[src/rtl/mux_n_1_scan.sv]
// Registered N:1 multiplexer with a manual select mode and a round-robin scan
// mode that dwells DWELL enabled cycles on each channel.
module mux_n_1_scan #(
    parameter int W     = 8,
    parameter int SEL_W = 2,
    parameter int DWELL = 4,
    parameter int CNT_W = 8
) (
    input  logic                      clk,
    input  logic                      rst_n,
    input  logic [(2**SEL_W)*W-1:0]   I,
    input  logic [SEL_W-1:0]          S,
    input  logic                      mode,
    input  logic                      en,
    output logic [W-1:0]              Y,
    output logic [SEL_W-1:0]          ch,
    output logic                      valid,
    output logic                      wrap
);

    localparam logic [CNT_W-1:0] LAST_CNT = CNT_W'(DWELL - 1);

    logic [SEL_W-1:0] ptr;
    logic [CNT_W-1:0] cnt;
    logic             mode_q;
    logic             wrap_pend;

    logic             scan_run;
    logic [SEL_W-1:0] sel;
    logic [CNT_W-1:0] base_cnt;
    logic             last;
    logic [SEL_W-1:0] ptr_nxt;
    logic [CNT_W-1:0] cnt_nxt;
    logic             pend_nxt;
    logic [W-1:0]     y_nxt;

    // Scan entry behaves like a steady cycle starting at S with an empty
    // dwell count, so DWELL=1 advances straight away on the entry cycle.
    always_comb begin
        scan_run = mode & mode_q;
        sel      = scan_run ? ptr : S;
        base_cnt = scan_run ? cnt : '0;
        last     = (base_cnt == LAST_CNT);
        ptr_nxt  = last ? sel + SEL_W'(1) : sel;
        cnt_nxt  = last ? '0 : base_cnt + CNT_W'(1);
        pend_nxt = last && (sel == {SEL_W{1'b1}});
        y_nxt    = I[int'(sel)*W +: W];
    end

    // wrap_pend remembers an N-1 -> 0 advance so the wrap pulse lines up
    // with the first cycle that actually presents channel 0.
    // NOTE: registered state uses non-blocking assignments so every flop
    // samples pre-edge values regardless of statement order.
    always_ff @(posedge clk or negedge rst_n) begin
        if (!rst_n) begin
            Y         <= '0;
            ch        <= '0;
            valid     <= 1'b0;
            wrap      <= 1'b0;
            ptr       <= '0;
            cnt       <= '0;
            mode_q    <= 1'b0;
            wrap_pend <= 1'b0;
        end else if (en) begin
            Y      <= y_nxt;
            ch     <= sel;
            valid  <= 1'b1;
            mode_q <= mode;
            if (mode) begin
                ptr       <= ptr_nxt;
                cnt       <= cnt_nxt;
                wrap_pend <= pend_nxt;
                wrap      <= scan_run & wrap_pend;
            end else begin
                ptr       <= S;
                cnt       <= '0;
                wrap_pend <= 1'b0;
                wrap      <= 1'b0;
            end
        end else begin
            valid <= 1'b0;
            wrap  <= 1'b0;
        end
    end

endmodule

[config.mk]
export PLATFORM = sky130hd
export DESIGN_NAME = mux_n_1_scan
export DESIGN_NICKNAME = d
export VERILOG_FILES = /design/src/rtl/mux_n_1_scan.sv
export SDC_FILE = /design/constraint.sdc
export NUM_CORES = 1
export LEC_CHECK = 0
export ABC_AREA = 1
export BUFFER_PORTS_ARGS = -buffer_cell sky130_fd_sc_hd__buf_2
export CAP_MARGIN = 5
export CORE_ASPECT_RATIO = 0.6
export CORE_UTILIZATION = 50
export CTS_BUF_LIST = sky130_fd_sc_hd__clkbuf_8 sky130_fd_sc_hd__clkbuf_16
export DETAILED_ROUTE_END_ITERATION = 10
export PLACE_DENSITY = 0.81
export SKIP_CTS_REPAIR_TIMING = 1
export SLEW_MARGIN = 20
export SYNTH_ARGS = -nofsm -noshare
export SYNTH_HDL_FRONTEND = slang
export SYNTH_SLANG_ARGS = --single-unit
[constraint.sdc]
create_clock -name clk -period 2.1 [get_ports clk]
set_clock_uncertainty 0.05 [all_clocks]
set_input_delay 0.42 -clock clk [delete_from_list [all_inputs] [get_ports clk]]
set_output_delay 0.42 -clock clk [all_outputs]
set_load 0.03 [all_outputs]
==> results of run 1 <==
==> power groups by stage <==
stage          logic [uW]  registers [uW]  clock network, uW
6_report              314             523                312
5_1_grt               352             527                340
4_1_cts               317             523                323
3_5_place_dp          315             531                  0
3_3_place_gp          310             531                  0
2_1_floorplan         148             587                  0
==> critical path: cells and delay by family (launching register included) <==
kind,cells,cell delay (ns)
adders and majority gates,1,0.24
and+or+nand+nor,9,0.92
DFF,1,0.56
==> sequential cells by signal, indices dropped and copies added (netlist names) <==
name	flops
Y	8
ch	2
cnt	8
mode_q	1
ptr	2
valid	1
wrap	1
wrap_pend	1
==> stage by stage <==
stage	instances	utilization, %	setup WS [ns]	cell area [um^2]
3_3_place_gp	309	63.1	0.300	1810
4_1_cts	313	65.1	0.243	1870
3_5_place_dp	309	63.1	0.217	1810
6_report	313	65.1	0.207	1870
5_1_grt	313	65.1	0.00708	1870
2_1_floorplan	222	-	0.427	1520
==> layout by cell type, fill, tap and decap left out <==
cell type,n
o211ai_1,8
nand4_1,2
clkinv_1,1
buf_2,49
a21oi_1,4
o21ai_4,1
ha_1,2
o21ai_1,2
nand2_4,1
dfrtp_1,24
nand3_1,14
buf_4,5
buf_12,1
nor3_4,1
o21ai_0,16
nor2_1,16
clkbuf_8,4
xor2_1,2
inv_1,29
or2_0,1
nand2_1,85
nand3b_1,1
o22ai_1,2
==> per-layer routing <==
layer,global-route usage (%),routed length (um),vias up
met5,0,0,-
met4,7.45,16,0
met3,6.38,248,2
met2,35.2,1450,49
met1,33.5,1760,679
li1,-,-,795
==> cell families after synthesis <==
group	count (synthesis)	share of synthesized area [%]
AOI/OAI and AO/OA	33	13.1
DFF	24	39.6
xor gates and xnor gates	2	1.16
and+or+nand+nor	121	33.2
adders and majority gates	2	1.65
buffers and inverters	40	11.3
==> worst max path at each step <==
| stage | start | end | slack (ns) | cells past startpoint |
|---|---|---|---|---|
| after detailed placement | mode | cnt[6]$_DFFE_PN0P_ | 0.22 | 11 |
| after global placement | mode | cnt[6]$_DFFE_PN0P_ | 0.30 | 11 |
| after global routing | mode_q$_DFFE_PN0P_ | cnt[6]$_DFFE_PN0P_ | 0.007 | 10 |
| after CTS | mode_q$_DFFE_PN0P_ | cnt[6]$_DFFE_PN0P_ | 0.24 | 10 |
| final | mode_q$_DFFE_PN0P_ | cnt[6]$_DFFE_PN0P_ | 0.21 | 10 |
| after floorplan | mode_q$_DFFE_PN0P_ | ptr[1]$_DFFE_PN0P_ | 0.43 | 10 |
==> area by class of cell <==
class / count / area, um^2
fillers: 300 / 1000
multi-input cells: 158 / 744
flip-flops and latches: 24 / 601
repair buffers: 55 / 303
inverters: 30 / 113
clock buffers: 4 / 55.1
well taps: 42 / 52.6
==> impl_metrics.py, run 1 <==
metrics = {
    "route": {
        "ant_nets": 0,
        "routed_wl_um": 3480,
        "viasPerCell": 4.87,
        "dr.pass1.iters": 4,
        "wl_per_cell_um": 11.1,
        "drc": 0,
        "drt_iter0_markers": 92,
        "vias": 1525,
    },
    "clocking": {
        "cts-htree-levels": 1,
        "cts_buffers": 3,
        "cts_root_buf": "clkbuf_8",
        "cts_tree": "built",
        "clockBufferDepth": 2,
        "insertion_delay_ns": 0.27,
        "numClockSinks": 24,
        "clk_pin_slew_ns": 0.08,
    },
    "sta": {
        "final.min_clock_period_ns": 1.89,
        "maxSlewViolCount": 0,
        "worst_pin_slew_ns": 0.520,
        "period_share_pct": 90.1,
        "max_freq_ghz": 0.528,
        "tns_ns": 0,
        "finalHoldViolCount": 0,
        "timing.hold.ws_ns": 0.0659,
        "finalSetupViolCount": 0,
        "rsz0062_at_grt": "false",
        "relSlewSlack_pct": 65.4,
    },
    "place": {
        "portBuffers": 49,
        "routabilityCongestion": 0.873,
        "post-dp-hpwl_um": 2590,
    },
    "critical_path": {
        "cp-end-kind": "flop",
        "critPathMaxStageDelay_ns": 0.56,
        "reg2regPathDepth": 10,
        "crit_fanout": 10,
        "r2r_setup_slack_ns": 0.21,
        "worst-endpoint-required_ns": 2.22,
        "critPathKind": "reg2reg",
        "startpoint_type": "flop",
        "crit_path_frequent_cell": "nand2_1",
        "critical-path-slowest-cell": "dfrtp_1",
        "path_cells": "nand2_4 > nor2_1 > ha_1 > nand2_1 > nor2_1 > nand2_1 > nand3_1 > nor2_1 > nand2_1 > nand2_1",
        "r2r-start": "mode_q$_DFFE_PN0P_",
        "arrival_ns": 2.01,
        "rr_endpoint": "cnt[6]$_DFFE_PN0P_",
    },
    "die": {
        "start_util_pct": 52.8,
        "fp.dieW_um": 73.1,
        "ios": 50,
        "die_height_um": 44.7,
        "die_area_um2": 3260,
        "core_area_um2": 2870,
        "row_count": 15,
    },
    "power": {
        "pwr-share-comb_pct": 27.3,
        "clkPwrFrac_pct": 27.1,
        "ir_drop_mv": 0.461,
        "power_frac_seq_pct": 45.5,
        "power_uw": 1150,
        "p_sw_uw": 370,
        "power.leakage_uw": 0.00106,
        "power_density_nw_per_um2": 615,
        "swShare_pct": 32.2,
        "internal-power_uw": 779,
    },
    "logic_synthesis": {
        "synth_top_flop_cell": "dfrtp_1",
        "syn_avg_cell_area_um2": 6.83,
        "synth_seq_cells": 24,
        "yosys-top-cells-count": "nand2_1, inv_1, dfrtp_1",
        "ys_async_sr_fraction_pct": 100,
        "synth_nets": 262,
        "yosysTopAreaCell": "dfrtp_1",
        "yosys-top-cells-area": "dfrtp_1, nand2_1, inv_1, o21ai_0, nand3_1",
        "synth_top_area_share_pct": 39.6,
        "syn_area_um2": 1520,
        "synth_most_common_cell": "nand2_1",
        "ys_types": 23,
        "ys.warnings.count": 0,
        "yosysSeqAreaShare_pct": 39.6,
        "synth_edf_count": 0,
        "syn_inst": 222,
    },
    "layout": {
        "final_nets": 312,
        "n_antenna_cell": 0,
        "area_delta_synth_final_pct": 23.2,
        "drive_gt1_share_pct": 22.9,
    },
    "global_route": {
        "grt_usage_pct": 23.6,
        "grt_pass1_wl_um": 5700,
        "gr-total-overflow": 0,
        "grt_pass1_vias": 1312,
        "grt_max_degree": 34,
        "antenna_found_initial": 0,
    },
    "min_path": {
        "hold_path_class": "in2async",
    },
    "status": {
        "outcome": "finished, final reports clean",
    },
    "job": {
        "cap_violations": 0,
    },
}
Note: power is estimated with default switching activity, not from simulation.
==> run 2, diff against run 1 <==
- CORE_UTILIZATION: 50 -> 41
- PLACE_DENSITY: 0.81 -> 0.69
- SLEW_MARGIN: 20 -> not set
==> run 2 against run 1 <==
Compared with the run above:
- fmax up 4.6%
- combinational power about the same
- utilization down 9.2 points
- register-to-register slack better by 0.08 ns
- sequential power about the same
- routed wire length up 4.0%
- hold slack better by 0.0057 ns
- critical endpoint unchanged
- cell count up 0.96%
- non-clock buffer count unchanged
- cell area up 1.1%
- largest power group unchanged
- total power up 8.2%
==> impl_metrics.py, run 2 (synthesized netlist as in run 1, its figures left out) <==
metrics = {
    "status": {
        "outcome": "finished, final reports clean",
    },
    "sta": {
        "maxSlewViolCount": 0,
        "finalHoldViolCount": 0,
        "timing.hold.ws_ns": 0.0716,
        "rsz0062_at_grt": "false",
        "final.min_clock_period_ns": 1.81,
        "tns_ns": 0,
        "max_freq_ghz": 0.553,
        "worst_pin_slew_ns": 0.536,
        "finalSetupViolCount": 0,
        "period_share_pct": 86.2,
        "relSlewSlack_pct": 64.2,
    },
    "global_route": {
        "grt_pass1_vias": 1328,
        "gr-usage-met3_pct": 3.93,
        "grtUsageMet1_pct": 33.1,
        "gr-total-overflow": 0,
        "gr-max-usage-layer": "met1",
        "grt_max_degree": 27,
        "grt_usage_pct": 20.0,
        "grt_pass1_wl_um": 6150,
        "antenna_found_initial": 0,
        "grtUsageMet2_pct": 27.1,
    },
    "layout": {
        "final_nets": 312,
        "final_common_cell": "nand2_1",
        "top_regs": "Y: 8 flops, cnt: 8 flops",
        "drive_gt1_share_pct": 22.9,
        "fin_util_pct": 55.8,
        "n_antenna_cell": 0,
        "final_cells": 316,
        "final_cell_mix": "nand2_1, buf_2, inv_1",
        "area_delta_synth_final_pct": 24.5,
        "final_area_um2": 1890,
    },
    "die": {
        "core_area_um2": 3380,
        "start_util_pct": 44.8,
        "ios": 50,
        "die_height_um": 49.1,
        "die_area_um2": 3950,
        "fp.dieW_um": 80.5,
        "row_count": 16,
    },
    "clocking": {
        "cts_buffers": 3,
        "cts_tree": "built",
        "insertion_delay_ns": 0.27,
        "numClockSinks": 24,
        "cts_root_buf": "clkbuf_8",
        "clk_pin_slew_ns": 0.09,
        "clockBufferDepth": 2,
        "cts-htree-levels": 1,
    },
    "min_path": {
        "hold_path_class": "in2async",
    },
    "place": {
        "place_area_um2": 1820,
        "portBuffers": 49,
        "post-dp-hpwl_um": 2680,
        "routabilityCongestion": 0.931,
        "dp.cells": 312,
    },
    "route": {
        "drt_iter0_markers": 102,
        "dr.pass1.iters": 4,
        "ant_nets": 0,
        "wl_per_cell_um": 11.4,
        "drc": 0,
        "routed_wl_um": 3620,
        "viasPerCell": 4.73,
        "vias": 1495,
    },
    "critical_path": {
        "cp-end-kind": "flop",
        "crit_fanout": 10,
        "worst-endpoint-required_ns": 2.21,
        "critPathKind": "reg2reg",
        "setup.worst_path.start": "mode_q$_DFFE_PN0P_",
        "r2r_setup_slack_ns": 0.29,
        "reg2regPathDepth": 10,
        "rr_endpoint": "cnt[6]$_DFFE_PN0P_",
        "startpoint_type": "flop",
        "arrival_ns": 1.92,
        "endpoint": "cnt[6]$_DFFE_PN0P_",
        "r2r-start": "mode_q$_DFFE_PN0P_",
    },
    "job": {
        "cap_violations": 0,
    },
    "power": {
        "power.leakage_uw": 0.00107,
        "power_density_nw_per_um2": 658,
        "ir_drop_mv": 0.308,
    },
}
run 2: changes by cell type in the layout (fill, tap and decap cells not counted), sizes merged:
cell / change
clkbuf: -1
bufinv: +1
run 2: final cells by class:
| type | instances | area (um^2) |
|---|---|---|
| Fill cell | 337 | 1500 |
| Tap cell | 45 | 56.3 |
| Clock buffer | 3 | 41.3 |
| Inverter | 30 | 113 |
| Timing Repair Buffer | 55 | 303 |
| Sequential cell | 24 | 601 |
| Clock inverter | 1 | 30.0 |
| Multi-Input combinational cell | 158 | 744 |
run 2: how the worst min path moves through the flow:
stage,end,startpoint
2_1_floorplan,Y[0]$_DFFE_PN0P_,rst_n
5_1_grt,ch[0]$_DFFE_PN0P_,rst_n
3_5_place_dp,ch[0]$_DFFE_PN0P_,rst_n
6_report,ch[0]$_DFFE_PN0P_,rst_n
3_3_place_gp,wrap$_DFF_PN0_,rst_n
4_1_cts,ch[0]$_DFFE_PN0P_,rst_n
run 2: critical path: stages, from the launching register on:
cell and delay (ns):
dfrtp_1 0.53, nand2_4 0.16, nor2_1 0.15, ha_1 0.23, nand2_1 0.07, nor2_1 0.10
nand2_1 0.10, nand3_1 0.16, nor2_1 0.06, nand2_1 0.05, nand2_1 0.04
run 2: routing by layer:
| layer | vias to the layer above | share of wire [%] | routed length, um |
|---|---|---|---|
| met5 | - | 0 | 0 |
| met4 | 0 | 0.30 | 11 |
| met3 | 2 | 6.8 | 247 |
| met2 | 51 | 39 | 1420 |
| met1 | 641 | 54 | 1940 |
| li1 | 801 | - | - |
run 2: per-stage QoR:
step | total power [uW] | setup slack, ns
after floorplan | 735 | 0.427
after global placement | 845 | 0.280
after detailed placement | 848 | 0.226
after CTS | 1260 | 0.276
after global routing | 1320 | 0.0833
final | 1240 | 0.290
run 2: where the power goes:
part | leakage, uW | total, uW | switching, uW | internal, uW
Sequential | 0.000309 | 524 | 23.6 | 500
Combinational | 0.000723 | 315 | 204 | 112
Clock | 0.0000357 | 404 | 149 | 255
